$ cat src/rtl/demux_1_n_reg.sv
// 1-to-N registered demux with a one-entry holding register per channel; DEMUX_SEL_ERR_EN adds sel_err/sel_err_cnt.
// Latency: one cycle from upstream accept to out_valid.
// Backpressure: in_ready follows only the selected channel, so a stalled channel never blocks the others.
module demux_1_n_reg #(
  parameter  int WIDTH = 8,
  parameter  int N     = 4,
  localparam int SEL_W = (N > 1) ? $clog2(N) : 1
) (
  input  logic               clk,
  input  logic               rst_n,
  input  logic               in_valid,
  output logic               in_ready,
  input  logic [WIDTH-1:0]   in_data,
  input  logic [SEL_W-1:0]   in_sel,
  output logic [N-1:0]       out_valid,
  input  logic [N-1:0]       out_ready,
`ifdef DEMUX_SEL_ERR_EN
  output logic [7:0]         sel_err_cnt,
  output logic               sel_err,
`endif
  output logic [N*WIDTH-1:0] out_data
);

  logic [N-1:0]     valid_q, valid_d;
  logic [WIDTH-1:0] data_q [N];
  logic [WIDTH-1:0] data_d [N];
  logic             sel_ok;
  logic             chan_rdy;

  // Widen by one bit so N=2^SEL_W still compares correctly.
  assign sel_ok = ({1'b0, in_sel} < (SEL_W+1)'(N));

  // Out-of-range selects match no channel, so they are always accepted and dropped.
  always_comb begin
    chan_rdy = 1'b1;
    for (int k = 0; k < N; k++) begin
      if (sel_ok && (in_sel == SEL_W'(k))) begin
        chan_rdy = !valid_q[k] || out_ready[k];
      end
    end
  end

  assign in_ready = chan_rdy;

  always_comb begin
    valid_d = valid_q;
    for (int k = 0; k < N; k++) begin
      data_d[k] = data_q[k];
      if (valid_q[k] && out_ready[k]) begin
        valid_d[k] = 1'b0;
      end
      if (in_valid && in_ready && sel_ok && (in_sel == SEL_W'(k))) begin
        valid_d[k] = 1'b1;
        data_d[k]  = in_data;
      end
    end
  end

  always_ff @(posedge clk or negedge rst_n) begin
    if (!rst_n) begin
      valid_q <= '0;
      for (int k = 0; k < N; k++) begin
        data_q[k] <= '0;
      end
    end else begin
      valid_q <= valid_d;
      for (int k = 0; k < N; k++) begin
        data_q[k] <= data_d[k];
      end
    end
  end

  assign out_valid = valid_q;

  always_comb begin
    out_data = '0;
    for (int k = 0; k < N; k++) begin
      out_data[k*WIDTH +: WIDTH] = data_q[k];
    end
  end

`ifdef DEMUX_SEL_ERR_EN
  logic       sel_err_q, sel_err_d;
  logic [7:0] sel_err_cnt_q, sel_err_cnt_d;

  always_comb begin
    sel_err_d     = in_valid && !sel_ok;
    sel_err_cnt_d = sel_err_cnt_q;
    if (sel_err_d && (sel_err_cnt_q != 8'hFF)) begin
      sel_err_cnt_d = sel_err_cnt_q + 8'd1;
    end
  end

  always_ff @(posedge clk or negedge rst_n) begin
    if (!rst_n) begin
      sel_err_q     <= 1'b0;
      sel_err_cnt_q <= 8'd0;
    end else begin
      sel_err_q     <= sel_err_d;
      sel_err_cnt_q <= sel_err_cnt_d;
    end
  end

  assign sel_err     = sel_err_q;
  assign sel_err_cnt = sel_err_cnt_q;
`endif

endmodule

$ cat config.mk
export PLATFORM = sky130hd
export DESIGN_NAME = demux_1_n_reg
export DESIGN_NICKNAME = d
export VERILOG_FILES = /design/src/rtl/demux_1_n_reg.sv
export SDC_FILE = /design/constraint.sdc
export NUM_CORES = 1
export LEC_CHECK = 0
export BUFFER_PORTS_ARGS = -buffer_cell sky130_fd_sc_hd__buf_2
export CAP_MARGIN = 20
export CORE_MARGIN = 1.5
export CORE_UTILIZATION = 45
export CTS_CLUSTER_SIZE = 30
export DETAILED_ROUTE_END_ITERATION = 12
export GPL_ROUTABILITY_DRIVEN = 0
export PLACE_DENSITY = 0.74
export SYNTH_ARGS = -nofsm -noshare
export SYNTH_HDL_FRONTEND = slang
export SYNTH_SLANG_ARGS = --single-unit
export TNS_END_PERCENT = 100
$ cat constraint.sdc
create_clock -name clk -period 1.95 [get_ports clk]
set_clock_uncertainty 0.1 [all_clocks]
set_input_delay 0.39 -clock clk [delete_from_list [all_inputs] [get_ports clk]]
set_output_delay 0.39 -clock clk [all_outputs]
set_load 0.05 [all_outputs]
# Yosys cells after proc, flatten, opt, wreduce, memory -nomap -nowiden
# Index checks and enable logic that the tools add are counted.
[totals] input_bits=17 register_bits=36 wordCells=45
[classes] eq_ne=3 n_reduce_logical=22 muxes=12
[ops] operator="$mux W1" count=12
[ops] operator="$logic_and A1 B1 Y1" count=9
[ops] operator="$reduce_bool A2 Y1" count=4
[ops] operator="$eq A2 B2 Y1 const B" count=2
[ops] operator="$logic_not A1 Y1" count=4
[ops] operator="$logic_or A1 B1 Y1" count=4
[ops] operator="$eq A2 B1 Y1 const B" count=1
[ops] operator="$logic_not A2 Y1" count=1

# Logic depth before layout (Yosys ltp)
# Gate-level depths: netlist of the first run.
[logic_depth] ltp_word=9 depth_mapped=5 depth_no_buf=3

# Worst setup path before layout of the first run
# No wires, ideal clock.
[synth_path] path_type="register to output" start="reg valid_q[2], in the netlist out_valid[2]" end="out in_ready" slack_ns=-0.045 t_arrival_ns=1.505 stages_incl_launch_ff=3 cell_sequence="dfrtp_1 -> nand2b_1 -> mux4_1"
[synth_between] elab_chain_cells=4
[synth_lines] item="start: declaration" line_no="24" source="logic [N-1:0] valid_q, valid_d;"
[synth_lines] item="start signal: assignment" line_no="66" source="valid_q <= valid_d;"
[synth_lines] item="$logic_not A1 Y1" line_no="38" source="chan_rdy = !valid_q[k] || out_ready[k];"
[synth_lines] item="$logic_or A1 B1 Y1" line_no="38"
[synth_lines] item="$mux W1 (2 in series)" line_no="37" source="if (sel_ok && (in_sel == SEL_W'(k))) begin"
[synth_lines] item="end: declaration" line_no="12" source="output logic in_ready,"
# No other way between the ends.

# Final worst setup path of the first run
[layout_path] start="reg valid_q[0], in the netlist out_valid[0]" end="out in_ready"
[layout_between] elab_chain_cells=6
[layout_lines] item="$logic_not A1 Y1" line_no="38"
[layout_lines] item="$logic_or A1 B1 Y1" line_no="38"
[layout_lines] item="$mux W1 (4 in series)" line_no="37"
# No other way between the ends.

==> results of run 1 <==
[through the flow]
step	std cells	hold WS (ns)	cell area (sq um)	util (%)	total power [W]
final	198	0.211	1910	62.6	0.00249
after CTS	196	0.193	1900	62.1	0.00251
after global routing	198	0.187	1910	62.6	0.00261
after global placement	187	0.343	1780	58.4	0.00190
after detailed placement	187	0.351	1780	58.4	0.00192
after floorplan	89	-0.00559	1450	-	0.00168
[how the worst max path moves through the flow]
stage                to  slack [ns]
5_1_grt        in_ready       -0.06
3_3_place_gp   in_ready        0.15
6_report       in_ready        0.02
2_1_floorplan  in_ready        0.08
4_1_cts        in_ready       0.004
3_5_place_dp   in_ready        0.14
[layout by cell type (no fill, tap or decap)]
master         netlist  final
nand2_1              3      3
or3b_1               1      1
buf_2                3     52
nor2b_1              2      2
dlygate4sd3_1        0      1
bufinv_16            0      1
nand2b_4             1      1
o21ai_0              2      2
dfrtp_1             36     36
mux2_4               8      8
buf_4                0      7
nand3b_1             1      1
nand2b_1             4      4
nor3b_4              1      1
clkbuf_8             0      2
buf_6                1      1
nand3_1              1      1
mux2_2              24     24
clkbuf_4             0      5
mux4_2               0      1
[cell families (layout without fill, tap and decap cells)]
| group | count (synthesis) | count (layout) | share of synthesized area [%] |
|---|---|---|---|
| buffers and inverters | 4 | 69 | 1.80 |
| AO/OA/AOI/OAI | 2 | 2 | 0.687 |
| multiplexers | 33 | 33 | 28.6 |
| AND/OR/NAND/NOR | 14 | 14 | 7.04 |
| flip-flops | 36 | 36 | 61.9 |
[area by class of cell]
class / count / area [sq um] / area share [%]
flip-flops and latches: 36 / 901 / 47.2
clock buffers: 7 / 65.1 / 3.41
repair buffers: 61 / 334 / 17.5
multi-input cells: 49 / 526 / 27.5
well taps: 44 / 55.1 / 2.88
clock inverters: 1 / 30.0 / 1.57
[sequential cells by signal, indices dropped and copies added (netlist names)]
signal	count
out_valid	4
out_data	32
[metal layers]
metal	part of all wire, %	vias to the layer above	GRT usage (%)
li1	-	443	-
met1	42	469	21.1
met2	51	32	30.1
met3	5.9	5	6.71
met4	1.5	0	8.25
met5	0	-	0
[critical path, delay by kind of cell, from the launching register on]
kind	cells	cell delay, ns
buffers and inverters	1	0.17
AND/OR/NAND/NOR	1	0.09
multiplexers	1	0.47
flip-flops	1	0.37
[power groups by stage]
stage               Clock (W)  Sequential (W)  Combinational [W]
finish               0.000586        0.000961           0.000939
global route         0.000643        0.000985           0.000981
CTS                  0.000606        0.000964           0.000942
detailed placement          0        0.000977           0.000938
global placement            0        0.000969           0.000929
floorplan                   0         0.00150           0.000185
[repair_timing]
action | in CTS | in global routing
pin swaps | 0 | 0
gates cloned | 0 | 0
gates resized for setup | 2 | 0
endpoints found under the hold margin | 36 | 0
setup endpoints to repair | 1 | 1
buffers inserted | 0 | 2
hold buffers | 1 | 0
==> flow_summary.yaml, run 1 <==
critical_path:
  arrival_ns: 1.44
  max_stage_delay_ns: 0.47
  crit_type: "flop to output port"
  reg2reg_from: "out_valid[0]$_DFFE_PN0P_"
  worst_r2r_endpoint: "out_data[5]$_DFFE_PN0P_"
  worstPathRequired_ns: 1.46
  worst-path-max-fanout: 3
  rr_worst_depth: 4
  start_kind: "flop"
  end_kind: "output port"
  path_cells: "nand2b_1 > mux4_2 > buf_6"
  worst-r2r-setup-slack_ns: 0.37
  crit_start: "out_valid[0]$_DFFE_PN0P_"
  slowest_stage: "mux4_2"
timing:
  finalCriticalPeriod_ns: 1.93
  setup_violations: 0
  final_max_slew_viol_count: 0
  worst_pin_slew_ns: 0.447
  maxSlewHeadroom_pct: 70.2
  fmax_mhz: 517
  rsz0062_at_grt: "true"
  tns_ns: 0
  period_share_pct: 99.2
  finalHoldViolCount: 0
  fin_ws_ns: 0.0164
floorplan:
  rows: 20
  dieWidth_um: 59.9
  coreArea_sq_mm: 0.00305
  initial_core_util_pct: 47.7
  die_h_um: 59.9
  ioPinCount: 54
  die_area_sq_mm: 0.00359
synthesis:
  synth_nets: 106
  synth_edf_count: 0
  yosysMostFrequentCell: "dfrtp_1"
  synth_sequential_area_ratio_pct: 61.9
  synth_seq_cells: 36
  avgSynthCellArea_sq_um: 16.4
  synth_common_cells: "dfrtp_1, mux2_2, mux2_4"
  synth_top_area_share_pct: 61.9
  yosys.area.top_type: "dfrtp_1"
  synth_ff_type: "dfrtp_1"
  synthTopCellsByArea: "dfrtp_1, mux2_2, mux2_4"
  synthCells: 89
  synthArstFlopShare_pct: 100
  synth_area_sq_mm: 0.00146
  yosysWarnings: 0
  ys_types: 15
placement:
  io_buffers: 53
  dp_slack_ns: 0.135
  dp_hpwl_um: 1990
outcome:
  status: "complete, no violations"
pwr:
  p_switching_w: 0.000992
  p_comb_share_pct: 37.8
  sw_frac_of_total_pct: 39.9
  vdd_drop_max_uv: 648
  power_density_mw_per_mm2: 1300
  p_leak_nw: 0.956
  clkPwrFrac_pct: 23.6
  p_int_w: 0.00149
  p_seq_share_pct: 38.7
finish:
  area_growth_pct: 31.2
  final_net_count: 170
  final_layout_size_suffix_gt1_share_pct: 66.9
  insertedDiodeCount: 0
  fillers: 257
run:
  cap_violations: 0
min_path:
  whs_endpoint: "out_data[1]$_DFFE_PN0P_"
  min_path_cells: 2
  hold_class: "input pin to flop"
  hold_start: "in_data[1]"
routing:
  viasPerCell: 4.79
  postRouteAntennaNets: 0
  vias: 949
  drt-initial-drc-count: 16
  drt-total-wl_um: 2830
  remaining_drc_errors: 0
  firstDrtPassIters: 4
  post_drt_wl_per_cell_um: 14.3
global_routing:
  grt_max_degree: 37
  grt-ovfl-total: 0
  grt_pass1_wl_um: 4630
  antenna_found_initial: 0
  grt_pass1_vias: 981
  grt_use_total_pct: 18.3
clocking:
  cts_root_buffer: "clkbuf_4"
  htreeDepth: 2
  clock-sinks: 36
  cts_buffer_depth: 2
  clk_pin_slew_worst_paths_ns: 0.11
  cts_made_buffers: 5
  cts_tree: "yes"
  insertion_delay_ns: 0.34
(Power assumes the default switching activity.)
==> run 2: changes to the inputs <==
- SETUP_SLACK_MARGIN: unset -> 0.1
- clock period: 1.95 -> 2.47 ns (I/O delays scaled with it)
==> flow_summary.yaml, run 2 (synthesis gave the netlist of run 1 again) <==
placement:
  io_buffers: 53
  dp_hpwl_um: 1940
  dpl_cell_area_sq_mm: 0.00177
  dp_slack_ns: 0.396
clocking:
  cts_root_buffer: "clkbuf_4"
  cts_made_buffers: 5
  ctsResizeCount: 0
  clock-sinks: 36
  insertion_delay_ns: 0.33
  clk_pin_slew_worst_paths_ns: 0.11
  htreeDepth: 2
  cts_tree: "yes"
  cts_buffer_depth: 2
  postCtsSetupBuffers: 0
  cts_hold_buf: 0
routing:
  drt-total-wl_um: 2660
  firstDrtPassIters: 4
  vias: 922
  drt-initial-drc-count: 27
  remaining_drc_errors: 0
  postRouteAntennaNets: 0
  post_drt_wl_per_cell_um: 13.8
  viasPerCell: 4.78
finish:
  final_net_count: 165
  largest_reg_flops: 32
  final_core_util_pct: 60.1
  final_area_sq_mm: 0.00183
  insertedDiodeCount: 0
  final_cell_mix: "buf_2, dfrtp_1, mux2_2"
  final_layout_size_suffix_gt1_share_pct: 65.8
  area_growth_pct: 25.9
  final_common_cell: "buf_2"
  fillers: 269
min_path:
  hold_class: "input pin to async pin"
critical_path:
  path_cells: "nand2b_1 > mux4_1 > buf_2"
  end_kind: "output port"
  worst-path-max-fanout: 3
  worst-r2r-setup-slack_ns: 0.76
  start_kind: "flop"
  slowest_stage: "mux4_1"
  arrival_ns: 1.51
  max_stage_delay_ns: 0.50
  crit_type: "flop to output port"
  worstPathRequired_ns: 1.88
pwr:
  power_w: 0.00181
  p_leak_nw: 0.918
  vdd_drop_max_uv: 556
  power_density_mw_per_mm2: 987
floorplan:
  dieWidth_um: 59.9
  ioPinCount: 54
  rows: 20
  die_area_sq_mm: 0.00359
  initial_core_util_pct: 47.7
  die_h_um: 59.9
  coreArea_sq_mm: 0.00305
timing:
  final_max_slew_viol_count: 0
  setup_violations: 0
  finalCriticalPeriod_ns: 2.10
  fin_ws_ns: 0.369
  rsz0062_at_grt: "false"
  worst_pin_slew_ns: 0.765
  fmax_mhz: 476
  period_share_pct: 85.1
  tns_ns: 0
  maxSlewHeadroom_pct: 49.0
  finalHoldViolCount: 0
global_routing:
  grt_pass1_vias: 890
  grt_max_degree: 37
  grt-ovfl-total: 0
  grt_use_total_pct: 17.0
  grt_pass1_wl_um: 4300
  antenna_found_initial: 0
outcome:
  status: "complete, no violations"
run:
  cap_violations: 0
run 2: worst paths after layout:
| kind | cells past startpoint | end | from |
|---|---|---|---|
| setup / recovery | 3 | in_ready | out_valid[0]$_DFFE_PN0P_ |
| setup reg to reg | 3 | out_data[7]$_DFFE_PN0P_ | out_valid[0]$_DFFE_PN0P_ |
| min in group clk | 2 | out_data[5]$_DFFE_PN0P_ | in_data[5] |
| hold reg to reg | 1 | out_data[18]$_DFFE_PN0P_ | out_data[18]$_DFFE_PN0P_ |
| hold / removal | 1 | out_data[21]$_DFFE_PN0P_ | rst_n |
| max in group asynchronous | 1 | out_data[25]$_DFFE_PN0P_ | rst_n |
run 2: area by class of cell:
| class | instances | area, sq um | share of cell area (%) |
|---|---|---|---|
| multi-input combinational | 49 | 529 | 28.9 |
| tap | 44 | 55.1 | 3.00 |
| clock buffer | 6 | 51.3 | 2.80 |
| timing repair buffer | 56 | 288 | 15.7 |
| sequential | 36 | 901 | 49.1 |
| clock inverter | 2 | 10.0 | 0.546 |
run 2: metrics by stage:
step / cells / hold WS [ns]
after floorplan: 89 / 0.0984
after global placement: 185 / 0.384
after detailed placement: 185 / 0.390
after CTS: 193 / 0.138
after global routing: 193 / 0.170
final: 193 / 0.121
run 2: routing by layer:
metal  GRT usage, %  vias up  part of all wire (%)
met3           5.41        5                   5.3
met2           27.3       32                    50
li1               -      432                     -
met4           7.62        0                   1.3
met5              0        -                     0
met1           20.8      453                    44
run 2: worst max-delay path: cells and delay by family, from the launching register on:
kind / cells / cell delay, ns
DFF: 1 / 0.37
muxes: 1 / 0.50
buffers and inverters: 1 / 0.23
and+or+nand+nor: 1 / 0.08
run 2: power by group:
| part | total [W] | leakage, nW | switching, W | internal [W] |
|---|---|---|---|---|
| Sequential | 0.000761 | 0.431 | 0.0000576 | 0.000704 |
| Clock | 0.000319 | 0.0380 | 0.000184 | 0.000135 |
| Combinational | 0.000730 | 0.449 | 0.000529 | 0.000200 |
| Total | 0.00181 | 0.918 | 0.000771 | 0.00104 |
